`config.mk`:
```
export PLATFORM = sky130hd
export DESIGN_NAME = tmcu_uart_x
export DESIGN_NICKNAME = d
export VERILOG_FILES = /design/src/rtl/tmcu_uart_pkg.sv /design/src/rtl/tmcu_sync_fifo.sv /design/src/rtl/tmcu_uart_x.sv
export SDC_FILE = /design/constraint.sdc
export NUM_CORES = 1
export LEC_CHECK = 0
export CAP_MARGIN = 20
export CORE_MARGIN = 4
export CORE_UTILIZATION = 30
export DETAILED_ROUTE_END_ITERATION = 10
export GPL_TIMING_DRIVEN = 0
export HOLD_SLACK_MARGIN = 0.06
export PLACE_DENSITY = 0.5
export SLEW_MARGIN = 15
export SYNTH_ARGS = -nofsm -noshare
export SYNTH_HDL_FRONTEND = slang
export SYNTH_HIERARCHICAL = 1
export SYNTH_SLANG_ARGS = --single-unit
```
`constraint.sdc`:
```
create_clock -name clk -period 4 [get_ports clk]
set_input_delay 0.8 -clock clk [delete_from_list [all_inputs] [get_ports clk]]
set_output_delay 0.8 -clock clk [all_outputs]
set_load 0.02 [all_outputs]
```
`src/rtl/tmcu_uart_pkg.sv`:
```
// Shared types and constants for the t-mcu configurable UART.
//   parity_e     : decoded parity mode (cfg encoding 2'b11 also means none)
//   tx_state_e   : transmit frame sequencer states
//   rx_state_e   : receive frame sequencer states
//   OVERSAMPLE   : ticks per bit; SAMPLE_MID : tick index of the bit centre
package tmcu_uart_pkg;

  localparam int unsigned OVERSAMPLE = 16;
  localparam int unsigned SAMPLE_MID = 8;

  typedef enum logic [1:0] {
    PAR_NONE = 2'b00,
    PAR_EVEN = 2'b01,
    PAR_ODD  = 2'b10
  } parity_e;

  typedef enum logic [2:0] {
    TX_IDLE,
    TX_START,
    TX_DATA,
    TX_PARITY,
    TX_STOP
  } tx_state_e;

  typedef enum logic [2:0] {
    RX_IDLE,
    RX_START,
    RX_DATA,
    RX_PARITY,
    RX_STOP
  } rx_state_e;

  // Map the raw 2-bit config field onto a parity mode.
  function automatic parity_e decode_parity(input logic [1:0] cfg);
    case (cfg)
      2'b01:   return PAR_EVEN;
      2'b10:   return PAR_ODD;
      default: return PAR_NONE;
    endcase
  endfunction

endpackage

```
`src/rtl/tmcu_sync_fifo.sv`:
```
// Show-ahead synchronous FIFO.
//   push/wdata : write an entry (ignored when full unless popped same cycle)
//   pop        : drop the head entry (ignored when empty)
//   rdata      : head entry, valid whenever empty=0
//   full/empty/level : registered occupancy status
module tmcu_sync_fifo #(
  parameter int unsigned WIDTH = 10,
  parameter int unsigned DEPTH = 8
) (
  input  logic                     clk,
  input  logic                     rst_n,
  input  logic                     push,
  input  logic [WIDTH-1:0]         wdata,
  input  logic                     pop,
  output logic [WIDTH-1:0]         rdata,
  output logic                     full,
  output logic                     empty,
  output logic [$clog2(DEPTH):0]   level
);

  localparam int unsigned AW = $clog2(DEPTH);
  localparam int unsigned LW = AW + 1;

  logic [WIDTH-1:0] mem_q [DEPTH];
  logic [WIDTH-1:0] mem_d [DEPTH];
  logic [AW-1:0]    wptr_q, wptr_d, rptr_q, rptr_d;
  logic [LW-1:0]    count_q, count_d;
  logic             full_q, full_d, empty_q, empty_d;
  logic             wr_c, rd_c;

  // A pop on a full FIFO frees the slot the simultaneous push writes into.
  always_comb begin
    rd_c    = pop && !empty_q;
    wr_c    = push && (!full_q || rd_c);
    mem_d   = mem_q;
    wptr_d  = wptr_q;
    rptr_d  = rptr_q;
    if (wr_c) begin
      mem_d[wptr_q] = wdata;
      wptr_d        = wptr_q + AW'(1);
    end
    if (rd_c) rptr_d = rptr_q + AW'(1);
    count_d = count_q + LW'(wr_c) - LW'(rd_c);
    full_d  = (count_d == LW'(DEPTH));
    empty_d = (count_d == '0);
  end

  always_ff @(posedge clk or negedge rst_n) begin
    if (!rst_n) begin
      for (int i = 0; i < int'(DEPTH); i++) mem_q[i] <= '0;
      wptr_q  <= '0;
      rptr_q  <= '0;
      count_q <= '0;
      full_q  <= 1'b0;
      empty_q <= 1'b1;
    end else begin
      mem_q   <= mem_d;
      wptr_q  <= wptr_d;
      rptr_q  <= rptr_d;
      count_q <= count_d;
      full_q  <= full_d;
      empty_q <= empty_d;
    end
  end

  assign rdata = mem_q[rptr_q];
  assign full  = full_q;
  assign empty = empty_q;
  assign level = count_q;

endmodule

```
`src/rtl/tmcu_uart_x.sv`:
```
// Runtime-configurable UART: programmable 16x divisor, 5..8 data bits,
// none/even/odd parity, 1/2 TX stop bits, majority-vote RX with false-start
// rejection and a show-ahead RX FIFO with parity/framing/overrun status.
//   cfg_*              : divisor, parity mode, TX stop-bit count
//   tx_valid/ready/data: TX byte handshake; tx is the registered serial line
//   rx                 : asynchronous serial input
//   rx_valid/ready/... : RX FIFO head and pop handshake, rx_level occupancy
//   rx_overrun         : sticky drop flag, cleared by clr_overrun
module tmcu_uart_x
  import tmcu_uart_pkg::*;
#(
  parameter int unsigned DATA_BITS     = 8,
  parameter int unsigned RX_FIFO_DEPTH = 8,
  parameter int unsigned DIV_W         = 16
) (
  input  logic                             clk,
  input  logic                             rst_n,
  input  logic [DIV_W-1:0]                 cfg_baud_div,
  input  logic [1:0]                       cfg_parity,
  input  logic                             cfg_stop2,
  input  logic                             tx_valid,
  input  logic [DATA_BITS-1:0]             tx_data,
  output logic                             tx_ready,
  output logic                             tx,
  input  logic                             rx,
  output logic                             rx_valid,
  input  logic                             rx_ready,
  output logic [DATA_BITS-1:0]             rx_data,
  output logic                             rx_parity_err,
  output logic                             rx_frame_err,
  output logic                             rx_overrun,
  input  logic                             clr_overrun,
  output logic [$clog2(RX_FIFO_DEPTH):0]   rx_level
);

  localparam int unsigned PH_W  = $clog2(OVERSAMPLE);
  localparam int unsigned BIT_W = $clog2(DATA_BITS);
  localparam int unsigned ENT_W = DATA_BITS + 2;
  localparam logic [PH_W-1:0]  PH_LAST = PH_W'(OVERSAMPLE - 1);
  localparam logic [BIT_W-1:0] BIT_LAST = BIT_W'(DATA_BITS - 1);

  // Terminal count of the tick divider; a divisor of 0 behaves as 1.
  logic [DIV_W-1:0] div_last_c;
  always_comb div_last_c = (cfg_baud_div == '0) ? '0 : cfg_baud_div - DIV_W'(1);

  // ---------------- TX ----------------
  tx_state_e            tx_state_q, tx_state_d;
  logic [DIV_W-1:0]     tx_div_q, tx_div_d;
  logic [PH_W-1:0]      tx_phase_q, tx_phase_d;
  logic [BIT_W-1:0]     tx_bit_q, tx_bit_d;
  logic [DATA_BITS-1:0] tx_shift_q, tx_shift_d;
  logic                 tx_pbit_q, tx_pbit_d, tx_par_en_q, tx_par_en_d;
  logic                 tx_stop2_q, tx_stop2_d, tx_q, tx_d, tx_ready_q, tx_ready_d;
  logic                 tx_tick_c;

  // The TX divider restarts on accept so every bit lasts exactly 16 ticks.
  always_comb begin
    tx_state_d  = tx_state_q;
    tx_div_d    = tx_div_q;
    tx_phase_d  = tx_phase_q;
    tx_bit_d    = tx_bit_q;
    tx_shift_d  = tx_shift_q;
    tx_pbit_d   = tx_pbit_q;
    tx_par_en_d = tx_par_en_q;
    tx_stop2_d  = tx_stop2_q;
    tx_d        = tx_q;
    tx_ready_d  = tx_ready_q;
    tx_tick_c   = (tx_div_q >= div_last_c);
    if (tx_state_q == TX_IDLE) begin
      tx_div_d   = '0;
      tx_phase_d = '0;
      if (tx_valid && tx_ready_q) begin
        tx_state_d  = TX_START;
        tx_shift_d  = tx_data;
        tx_par_en_d = (decode_parity(cfg_parity) != PAR_NONE);
        tx_pbit_d   = (^tx_data) ^ (decode_parity(cfg_parity) == PAR_ODD);
        tx_stop2_d  = cfg_stop2;
        tx_bit_d    = '0;
        tx_d        = 1'b0;
        tx_ready_d  = 1'b0;
      end
    end else begin
      tx_div_d = tx_tick_c ? '0 : tx_div_q + DIV_W'(1);
      if (tx_tick_c) begin
        tx_phase_d = tx_phase_q + PH_W'(1);
        if (tx_phase_q == PH_LAST) begin
          case (tx_state_q)
            TX_START: begin
              tx_state_d = TX_DATA;
              tx_d       = tx_shift_q[0];
            end
            TX_DATA: begin
              if (tx_bit_q == BIT_LAST) begin
                tx_bit_d = '0;
                if (tx_par_en_q) begin
                  tx_state_d = TX_PARITY;
                  tx_d       = tx_pbit_q;
                end else begin
                  tx_state_d = TX_STOP;
                  tx_d       = 1'b1;
                end
              end else begin
                tx_bit_d   = tx_bit_q + BIT_W'(1);
                tx_shift_d = tx_shift_q >> 1;
                tx_d       = tx_shift_q[1];
              end
            end
            TX_PARITY: begin
              tx_state_d = TX_STOP;
              tx_d       = 1'b1;
            end
            TX_STOP: begin
              // tx_bit_q counts stop bits here.
              if (tx_stop2_q && (tx_bit_q == '0)) begin
                tx_bit_d = BIT_W'(1);
              end else begin
                tx_state_d = TX_IDLE;
                tx_ready_d = 1'b1;
              end
            end
            default: tx_state_d = TX_IDLE;
          endcase
        end
      end
    end
  end

  // ---------------- RX ----------------
  rx_state_e            rx_state_q, rx_state_d;
  logic                 rx_s1_q, rx_s2_q;
  logic [DIV_W-1:0]     rx_div_q, rx_div_d;
  logic [PH_W-1:0]      rx_phase_q, rx_phase_d;
  logic [BIT_W-1:0]     rx_bit_q, rx_bit_d;
  logic [DATA_BITS-1:0] rx_shift_q, rx_shift_d;
  parity_e              rx_par_q, rx_par_d;
  logic                 rx_perr_q, rx_perr_d;
  logic [1:0]           rx_samp_q, rx_samp_d;
  logic                 rx_tick_c, maj_c, push_c;
  logic [ENT_W-1:0]     push_data_c;

  // Falling edge in IDLE restarts divider and phase; bits decided at tick 9
  // from the samples of ticks 7, 8 and 9.
  always_comb begin
    rx_state_d  = rx_state_q;
    rx_div_d    = rx_div_q;
    rx_phase_d  = rx_phase_q;
    rx_bit_d    = rx_bit_q;
    rx_shift_d  = rx_shift_q;
    rx_par_d    = rx_par_q;
    rx_perr_d   = rx_perr_q;
    rx_samp_d   = rx_samp_q;
    push_c      = 1'b0;
    push_data_c = '0;
    rx_tick_c   = (rx_div_q >= div_last_c);
    maj_c       = (rx_samp_q[0] & rx_samp_q[1]) | (rx_samp_q[0] & rx_s2_q) |
                  (rx_samp_q[1] & rx_s2_q);
    if (rx_state_q == RX_IDLE) begin
      rx_div_d   = '0;
      rx_phase_d = '0;
      if (!rx_s2_q) begin
        rx_state_d = RX_START;
        rx_par_d   = decode_parity(cfg_parity);
        rx_perr_d  = 1'b0;
        rx_bit_d   = '0;
      end
    end else begin
      rx_div_d = rx_tick_c ? '0 : rx_div_q + DIV_W'(1);
      if (rx_tick_c) begin
        rx_phase_d = rx_phase_q + PH_W'(1);
        if (rx_phase_q == PH_W'(SAMPLE_MID - 1)) rx_samp_d[0] = rx_s2_q;
        if (rx_phase_q == PH_W'(SAMPLE_MID))     rx_samp_d[1] = rx_s2_q;
        case (rx_state_q)
          RX_START: begin
            if ((rx_phase_q == PH_W'(SAMPLE_MID)) && rx_s2_q) rx_state_d = RX_IDLE;
            else if (rx_phase_q == PH_LAST)                   rx_state_d = RX_DATA;
          end
          RX_DATA: begin
            if (rx_phase_q == PH_W'(SAMPLE_MID + 1))
              rx_shift_d = {maj_c, rx_shift_q[DATA_BITS-1:1]};
            if (rx_phase_q == PH_LAST) begin
              if (rx_bit_q == BIT_LAST) begin
                rx_bit_d   = '0;
                rx_state_d = (rx_par_q != PAR_NONE) ? RX_PARITY : RX_STOP;
              end else begin
                rx_bit_d = rx_bit_q + BIT_W'(1);
              end
            end
          end
          RX_PARITY: begin
            if (rx_phase_q == PH_W'(SAMPLE_MID + 1))
              rx_perr_d = maj_c ^ (^rx_shift_q) ^ (rx_par_q == PAR_ODD);
            if (rx_phase_q == PH_LAST) rx_state_d = RX_STOP;
          end
          RX_STOP: begin
            if (rx_phase_q == PH_W'(SAMPLE_MID + 1)) begin
              rx_state_d  = RX_IDLE;
              push_c      = 1'b1;
              push_data_c = {~maj_c, rx_perr_q, rx_shift_q};
            end
          end
          default: rx_state_d = RX_IDLE;
        endcase
      end
    end
  end

  // ---------------- FIFO and overrun ----------------
  logic [ENT_W-1:0] fifo_rdata;
  logic             fifo_full, fifo_empty, rx_overrun_q, rx_overrun_d;

  tmcu_sync_fifo #(.WIDTH(ENT_W), .DEPTH(RX_FIFO_DEPTH)) u_rx_fifo (
    .clk   (clk),
    .rst_n (rst_n),
    .push  (push_c),
    .wdata (push_data_c),
    .pop   (rx_ready),
    .rdata (fifo_rdata),
    .full  (fifo_full),
    .empty (fifo_empty),
    .level (rx_level)
  );

  // A new drop outranks a clear in the same cycle.
  always_comb rx_overrun_d = (rx_overrun_q && !clr_overrun) ||
                             (push_c && fifo_full && !rx_ready);

  always_ff @(posedge clk or negedge rst_n) begin
    if (!rst_n) begin
      tx_state_q   <= TX_IDLE;
      tx_div_q     <= '0;
      tx_phase_q   <= '0;
      tx_bit_q     <= '0;
      tx_shift_q   <= '0;
      tx_pbit_q    <= 1'b0;
      tx_par_en_q  <= 1'b0;
      tx_stop2_q   <= 1'b0;
      tx_q         <= 1'b1;
      tx_ready_q   <= 1'b1;
      rx_state_q   <= RX_IDLE;
      rx_s1_q      <= 1'b1;
      rx_s2_q      <= 1'b1;
      rx_div_q     <= '0;
      rx_phase_q   <= '0;
      rx_bit_q     <= '0;
      rx_shift_q   <= '0;
      rx_par_q     <= PAR_NONE;
      rx_perr_q    <= 1'b0;
      rx_samp_q    <= 2'b11;
      rx_overrun_q <= 1'b0;
    end else begin
      tx_state_q   <= tx_state_d;
      tx_div_q     <= tx_div_d;
      tx_phase_q   <= tx_phase_d;
      tx_bit_q     <= tx_bit_d;
      tx_shift_q   <= tx_shift_d;
      tx_pbit_q    <= tx_pbit_d;
      tx_par_en_q  <= tx_par_en_d;
      tx_stop2_q   <= tx_stop2_d;
      tx_q         <= tx_d;
      tx_ready_q   <= tx_ready_d;
      rx_state_q   <= rx_state_d;
      rx_s1_q      <= rx;
      rx_s2_q      <= rx_s1_q;
      rx_div_q     <= rx_div_d;
      rx_phase_q   <= rx_phase_d;
      rx_bit_q     <= rx_bit_d;
      rx_shift_q   <= rx_shift_d;
      rx_par_q     <= rx_par_d;
      rx_perr_q    <= rx_perr_d;
      rx_samp_q    <= rx_samp_d;
      rx_overrun_q <= rx_overrun_d;
    end
  end

  assign tx            = tx_q;
  assign tx_ready      = tx_ready_q;
  assign rx_valid      = !fifo_empty;
  assign rx_data       = fifo_rdata[DATA_BITS-1:0];
  assign rx_parity_err = fifo_rdata[DATA_BITS];
  assign rx_frame_err  = fifo_rdata[DATA_BITS+1];
  assign rx_overrun    = rx_overrun_q;

endmodule

```
==> impl_metrics.yaml, run 1 <==
drt:
  wl_um: 21900
  antenna_left: 0
  first_pass_iters: 4
  route.detailed.vias_per_inst: 4.80
  route.detailed.drc: 0
  detail_route.iter0.violations: 275
  vias: 6526
  post_drt_wl_per_cell_um: 16.1
sta:
  max-slew-margin-rel: 0.451
  report.final.setup_viol: 86
  fmaxAchievable_mhz: 205
  final_critical_path_setup_slack_ns: -0.867
  min_period_over_period: 1.22
  final.min_clock_period_ns: 4.87
  timing.clock.skew_ns: 0.00964
  timing_worst_slew_pin_value_ns: 0.821
  final_hold_viol_count: 0
  setup_repair_after_global_routing_missed_its_margin: "yes"
  timing_max_transition_violations_final: 0
cells_and_area:
  final_core_utilization: 0.387
  fill_count: 3061
  antenna-diode-count: 0
  register_area_sq_um: 4340
  final_common_cell: "sky130_fd_sc_hd__dfrtp_1"
  most-common-layout-cells: "166 x sky130_fd_sc_hd__dfrtp_1, 66 x sky130_fd_sc_hd__mux2_2, 63 x sky130_fd_sc_hd__nor2_1"
  layout-drive-gt1-share: 0.323
  area_growth_syn_to_layout_pct: 27.7
  footprint_of_the_multi_input_gates_sq_um: 5440
  final_net_count: 1031
global_routing:
  grt_overflow: 0
  grt_usage: 0.127
  number_of_global_route_vias_before_repair: 6586
  grt_antenna_before_repair: 0
  first_pass_grt_wire_length_um: 36100
  grt_start_max_net_pins: 97
cts:
  clock_slew_seen_by_the_registers_of_the_worst_setup_and_hold_paths_ns: 0.07
  cts_made_buffers: 17
  clockRootBuffer: "sky130_fd_sc_hd__clkbuf_16"
  cts_tree: "done"
  clock_latency_on_the_worst_skew_pair_ns: 0.43
  cts_num_sinks: 173
  holdBufCountCts: 0
  bufs_on_longest_clock_path: 2
  cts.htree.levels: 4
synthesis:
  syn_inst: 824
  ys.warnings.count: 6
  post_synthesis_sequential_element_count: 173
  async_reset_ff_frac: 1.00
  seq_area_frac_synth: 0.455
  synth-edff-count: 0
  mappedNetlistArea_sq_um: 9540
  synth_fp_nets: 911
  synthesis.area_per_instance_sq_um: 11.6
  postSynth.topFlopCell: "sky130_fd_sc_hd__dfrtp_1"
  netlist-cell-type-count: 68
worst_setup_path:
  timing.critical_path.required_ns: 4.37
  endpoint_kind: "flip-flop"
  timing.setup.critical_path_class: "primary input to flip-flop"
  timing.critical_path.arrival_ns: 5.24
  startpoint_type: "primary input"
  path_max_fanout: 3
outcome:
  result_of_the_run: "complete, but fails checks"
  violated_checks: "setup timing"
placed_design:
  place_congestion: 0.781
  pre_cts_slack_ns: -2.26
  dp.final_hpwl_um: 14300
  buffer_ports.inserted: 50
floorplan:
  core_sq_um: 31500
  chipWidth_um: 186
  ios: 51
  rows: 65
  initial_utilization: 0.303
  die_height_um: 186
  floorplan.die_area_sq_um: 34700
power:
  total_leakage_power_nw: 5.54
  pwr_density_cell_nw_per_um2: 367
  vdd_drop_max_v: 0.000296
job:
  timing.max_cap.violations: 0
hold_path:
  hold_class: "primary input to asynchronous set/reset pin"
cell type report:
class	instances	share of cell area
Multi-Input combinational cell	592	0.446
Sequential cell	173	0.356
Timing Repair Buffer	105	0.0894
Tap cell	402	0.0413
Clock buffer	24	0.0403
Buffer	27	0.0129
Inverter	28	0.00893
Clock inverter	8	0.00493
power breakdown:
part | internal, mW | leakage (nW) | switching (mW)
clock | 0.863 | 0.266 | 0.708
sequential | 1.83 | 2.34 | 0.0904
combinational | 0.473 | 2.93 | 0.503
cell usage after synthesis (6+ instances only):
master	instances	area, sq um
sky130_fd_sc_hd__clkbuf_1	22	82.6
sky130_fd_sc_hd__nand3_1	31	155
sky130_fd_sc_hd__a31oi_1	8	50.1
sky130_fd_sc_hd__xor2_1	31	272
sky130_fd_sc_hd__inv_1	26	97.6
sky130_fd_sc_hd__o21ai_0	16	80.1
sky130_fd_sc_hd__mux4_2	20	450
sky130_fd_sc_hd__nor2b_1	8	50.1
sky130_fd_sc_hd__mux2_2	107	1200
sky130_fd_sc_hd__dfrtp_1	166	4150
sky130_fd_sc_hd__nor3_1	12	60.1
sky130_fd_sc_hd__a21oi_1	25	125
sky130_fd_sc_hd__mux2i_1	12	120
sky130_fd_sc_hd__nor2_1	65	244
sky130_fd_sc_hd__and3_1	13	81.3
sky130_fd_sc_hd__xnor2_1	35	307
sky130_fd_sc_hd__nand4_1	8	50.1
sky130_fd_sc_hd__nand2_1	54	203
sky130_fd_sc_hd__dfstp_2	7	184
sky130_fd_sc_hd__nor4_1	7	43.8
sky130_fd_sc_hd__and2_1	12	75.1
sky130_fd_sc_hd__ha_1	53	663
sky130_fd_sc_hd__nand2b_1	7	43.8
sky130_fd_sc_hd__or3_1	6	37.5
layer usage:
metal / vias to the layer above / share of wire / global-route usage
met5: - / 0 / 0
met4: 0 / 0.0074 / 0.0290
met3: 10 / 0.025 / 0.0245
met2: 79 / 0.47 / 0.206
met1: 3238 / 0.49 / 0.179
li1: 3199 / - / -
through the flow:
| step | total power [mW] | TNS (ns) | instances | hold WS (ns) | area, sq um |
|---|---|---|---|---|---|
| after floorplan | 2.53 | -34.67 | 824 | 0.345 | 9750 |
| after global placement | 2.83 | -1174.32 | 1276 | 0.365 | 10700 |
| after detailed placement | 2.84 | -214.85 | 1277 | 0.365 | 10800 |
| after CTS | 4.49 | -57.57 | 1346 | 0.375 | 12000 |
| after global routing | 4.74 | -62.58 | 1359 | 0.379 | 12200 |
| final | 4.47 | -47.57 | 1359 | 0.353 | 12200 |
state kept, by name, indices dropped and copies added (netlist names), 4 cells and up:
register	cells
u_rx_fifo/mem_q	80
tx_phase_q	4
u_rx_fifo/level	4
rx_div_q	16
rx_phase_q	4
rx_shift_q	8
tx_div_q	16
tx_shift_q	8
kinds of logic (layout without fill, tap and decap cells):
logic type               after synthesis  in the layout  synth area share
flip-flops                           173            173             0.455
AO/OA/AOI/OAI                         88             88            0.0686
buffers and inverters                 59            192            0.0279
multiplexers                         139            139             0.186
adder cells (fa/ha/maj)               55             55            0.0726
AND/OR/NAND/NOR                      244            244             0.130
XOR/XNOR                              66             66            0.0606
path summary, 6_finish.rpt:
path	start	to	slack [ns]	cells past startpoint
min in group clk	rx_s1_q	rx_s2_q	0.37	0
min	rst_n	u_rx_fifo/mem_q[76]	0.35	1
min reg2reg	rx_s1_q	rx_s2_q	0.37	0
max	cfg_baud_div[6]	u_rx_fifo/full	-0.87	23
max in group asynchronous	rst_n	tx	2.71	2
max reg2reg	rx_div_q[8]	u_rx_fifo/full	0.26	15
timing repair:
action | 4_1_cts | 5_1_grt
gates cloned | 1 | 1
resized for setup | 121 | 32
endpoints found under the setup margin | 162 | 121
buffers inserted | 38 | 15
pin swaps | 23 | 17
critical path, cell delays in order:
cell,delay [ns]
sky130_fd_sc_hd__buf_8,0.10
sky130_fd_sc_hd__nor4_4,0.29
sky130_fd_sc_hd__nor2b_4,0.23
sky130_fd_sc_hd__buf_6,0.13
sky130_fd_sc_hd__nand3_4,0.11
sky130_fd_sc_hd__nor3_4,0.18
sky130_fd_sc_hd__xor2_1,0.16
sky130_fd_sc_hd__nand2_1,0.09
sky130_fd_sc_hd__ha_1,0.29
sky130_fd_sc_hd__nand4_1,0.14
sky130_fd_sc_hd__or4b_4,0.56
sky130_fd_sc_hd__and3_4,0.21
sky130_fd_sc_hd__nor3_4,0.18
sky130_fd_sc_hd__buf_8,0.14
sky130_fd_sc_hd__o21ai_4,0.06
sky130_fd_sc_hd__ha_4,0.22
sky130_fd_sc_hd__inv_2,0.06
sky130_fd_sc_hd__ha_4,0.12
sky130_fd_sc_hd__inv_2,0.03
sky130_fd_sc_hd__fa_2,0.52
sky130_fd_sc_hd__inv_2,0.04
sky130_fd_sc_hd__or3_4,0.37
sky130_fd_sc_hd__and3b_1,0.21
(Power assumes the default switching activity.)
==> inputs of run 2 (changes only) <==
--- a/config.mk
+++ b/config.mk
@@ -8,10 +8,11 @@
 export CAP_MARGIN = 20
 export CORE_MARGIN = 4
 export CORE_UTILIZATION = 30
+export CTS_CLUSTER_SIZE = 24
 export DETAILED_ROUTE_END_ITERATION = 10
 export GPL_TIMING_DRIVEN = 0
 export HOLD_SLACK_MARGIN = 0.06
-export PLACE_DENSITY = 0.5
+export PLACE_DENSITY = 0.49
 export SLEW_MARGIN = 15
 export SYNTH_ARGS = -nofsm -noshare
 export SYNTH_HDL_FRONTEND = slang
==> constraint.sdc (replaced) <==
create_clock -name clk -period 4.6 [get_ports clk]
set_input_delay 0.92 -clock clk [delete_from_list [all_inputs] [get_ports clk]]
set_output_delay 0.92 -clock clk [all_outputs]
set_load 0.02 [all_outputs]
==> impl_metrics.yaml, run 2 (synthesis results as in run 1) <==
cells_and_area:
  final_cell_count_no_fill: 1358
  most-common-layout-cells: "166 x sky130_fd_sc_hd__dfrtp_1, 107 x sky130_fd_sc_hd__mux2_2, 63 x sky130_fd_sc_hd__nor2_1"
  final_common_cell: "sky130_fd_sc_hd__dfrtp_1"
  final_net_count: 1030
  layout-drive-gt1-share: 0.341
  area_growth_syn_to_layout_pct: 27.4
  fill_count: 3080
  max_flop_register: "u_rx_fifo/mem_q"
  layout_top_registers: "u_rx_fifo/mem_q (80), rx_div_q (16), tx_div_q (16)"
  antenna-diode-count: 0
  register_area_sq_um: 4340
  largest_register_ff_count: 80
  footprint_of_the_multi_input_gates_sq_um: 5420
placed_design:
  buffer_ports.inserted: 50
  pre_cts_slack_ns: -1.75
  place_congestion: 0.757
  dp.final_hpwl_um: 14800
  numPlacedInstances: 1278
sta:
  timing_max_transition_violations_final: 0
  fmaxAchievable_mhz: 205
  timing_worst_slew_pin_value_ns: 0.959
  max-slew-margin-rel: 0.359
  report.final.setup_viol: 2
  timing.clock.skew_ns: 0.0106
  final.min_clock_period_ns: 4.88
  min_period_over_period: 1.06
  setup_repair_after_global_routing_missed_its_margin: "yes"
  final.hold.worst_slack_ns: 0.343
  final_critical_path_setup_slack_ns: -0.284
  final_hold_viol_count: 0
global_routing:
  first_pass_grt_wire_length_um: 36900
  grt_use_met2: 0.214
  grt_antenna_before_repair: 0
  grt_overflow: 0
  gr-usage-met3: 0.0239
  grt-busiest-layer: "met2"
  gr-usage-met1: 0.180
  grt_start_max_net_pins: 85
  grt_usage: 0.131
  number_of_global_route_vias_before_repair: 6933
floorplan:
  initial_utilization: 0.303
  floorplan.die_area_sq_um: 34700
  core_sq_um: 31500
  ios: 51
  rows: 65
  chipWidth_um: 186
  die_height_um: 186
job:
  timing.max_cap.violations: 0
cts:
  cts_made_buffers: 17
  cts_num_sinks: 173
  clock_latency_on_the_worst_skew_pair_ns: 0.43
  clockRootBuffer: "sky130_fd_sc_hd__clkbuf_16"
  cts_tree: "done"
  clock_slew_seen_by_the_registers_of_the_worst_setup_and_hold_paths_ns: 0.06
  bufs_on_longest_clock_path: 2
  cts.htree.levels: 4
power:
  vdd_drop_max_v: 0.000270
  pwr_density_cell_nw_per_um2: 332
  total_leakage_power_nw: 5.50
worst_setup_path:
  endpoint_kind: "flip-flop"
  critPathTopFamily: "simple AND/OR/NAND/NOR gates"
  path_max_fanout: 6
  startpoint_type: "primary input"
  timing.critical_path.arrival_ns: 5.25
  cp_cell_sequence: "buf_4 -> or4_4 -> nor2_4 -> nand4_1 -> buf_4 -> clkbuf_8 -> nand2_2 -> ha_4 -> nand4_1 -> or4b_4 -> and3_4 -> nor3_4 -> clkbuf_8 -> o21ai_4 -> ha_4 -> inv_4 -> ha_4 -> inv_2 -> fa_1 -> inv_2 -> or3_4 -> and3b_1"
  slowest_stage: "sky130_fd_sc_hd__or4b_4"
  cp.buffers_inverters: 7
  path_common_cell: "sky130_fd_sc_hd__ha_4"
  timing.setup.critical_path_class: "primary input to flip-flop"
  timing.critical_path.required_ns: 4.97
  timing.critical_path.slowest_cell_delay_ns: 0.56
outcome:
  violated_checks: "setup timing"
  result_of_the_run: "complete, but fails checks"
hold_path:
  hold_class: "primary input to asynchronous set/reset pin"
drt:
  vias: 6559
  post_drt_wl_per_cell_um: 16.3
  wl_um: 22200
  antenna_left: 0
  first_pass_iters: 4
  detail_route.iter0.violations: 340
  route.detailed.vias_per_inst: 4.83
  route.detailed.drc: 0
## run 2: cell count changes in the layout (fill, tap and decap cells not counted), sizes merged
cell | previous run | this run
clkdlybuf4s15 | 4 | 1
clkbuf | 44 | 42
inv | 26 | 30
clkinv | 7 | 4
buf | 70 | 71
clkinvlp | 3 | 2
bufinv | 0 | 3
## run 2: layout make-up
class | count | area share
Buffer | 27 | 0.0149
Clock buffer | 21 | 0.0379
Clock inverter | 11 | 0.0130
Inverter | 28 | 0.00885
Multi-Input combinational cell | 592 | 0.446
Sequential cell | 173 | 0.357
Tap cell | 402 | 0.0414
Timing Repair Buffer | 104 | 0.0815
## run 2: final timing paths
check	to	depth (start not counted)	slack [ns]	startpoint
setup reg to reg	u_rx_fifo/full	17	0.92	rx_div_q[0]
setup / recovery	u_rx_fifo/full	22	-0.28	cfg_baud_div[11]
min in group clk	rx_s2_q	0	0.37	rx_s1_q
hold / removal	u_rx_fifo/mem_q[67]	1	0.34	rst_n
max in group asynchronous	tx	3	3.19	rst_n
hold reg to reg	rx_s2_q	0	0.37	rx_s1_q
## run 2: stage by stage
stage	util	cell area, sq um	power, mW	setup TNS, ns
5_1_grt	0.386	12200	4.27	-3.18
6_report	0.386	12200	4.03	-0.489
2_1_floorplan	-	9750	2.20	-5.76
3_5_place_dp	0.344	10800	2.49	-132.67
4_1_cts	0.380	12000	4.09	-4.30
3_3_place_gp	0.342	10700	2.48	-1021.97
## run 2: worst reg2reg max path: stages, from the launching register on
cell,delay [ns]
sky130_fd_sc_hd__dfrtp_1,0.47
sky130_fd_sc_hd__inv_1,0.07
sky130_fd_sc_hd__ha_1,0.27
sky130_fd_sc_hd__nand2b_1,0.11
sky130_fd_sc_hd__a2111oi_2,0.08
sky130_fd_sc_hd__or4b_4,0.49
sky130_fd_sc_hd__and3_4,0.22
sky130_fd_sc_hd__nor3_4,0.13
sky130_fd_sc_hd__clkbuf_8,0.17
sky130_fd_sc_hd__o21ai_4,0.06
sky130_fd_sc_hd__ha_4,0.22
sky130_fd_sc_hd__inv_4,0.05
sky130_fd_sc_hd__ha_4,0.12
sky130_fd_sc_hd__inv_2,0.04
sky130_fd_sc_hd__fa_1,0.51
sky130_fd_sc_hd__inv_2,0.04
sky130_fd_sc_hd__or3_4,0.36
sky130_fd_sc_hd__and3b_1,0.21
## run 2: power breakdown
group          internal [mW]  switching, mW  total [mW]
combinational          0.394          0.438       0.832
clock                  0.893          0.634        1.53
sequential              1.60         0.0770        1.67
## run 2: repair_timing
item                       CTS  global route
pin swaps                   32            28
hold endpoints to repair     0             0
gates resized for setup     88            38
hold buffers                 0             0
setup endpoints to repair  110           121
gates cloned                 2             1
setup buffers               44             8
## run 2: per-layer routing
layer | vias to the layer above | wire (um) | share of wire
li1 | 3193 | - | -
met1 | 3288 | 10900 | 0.49
met2 | 60 | 10600 | 0.48
met3 | 18 | 466 | 0.021
met4 | 0 | 249 | 0.011
met5 | - | 0 | 0
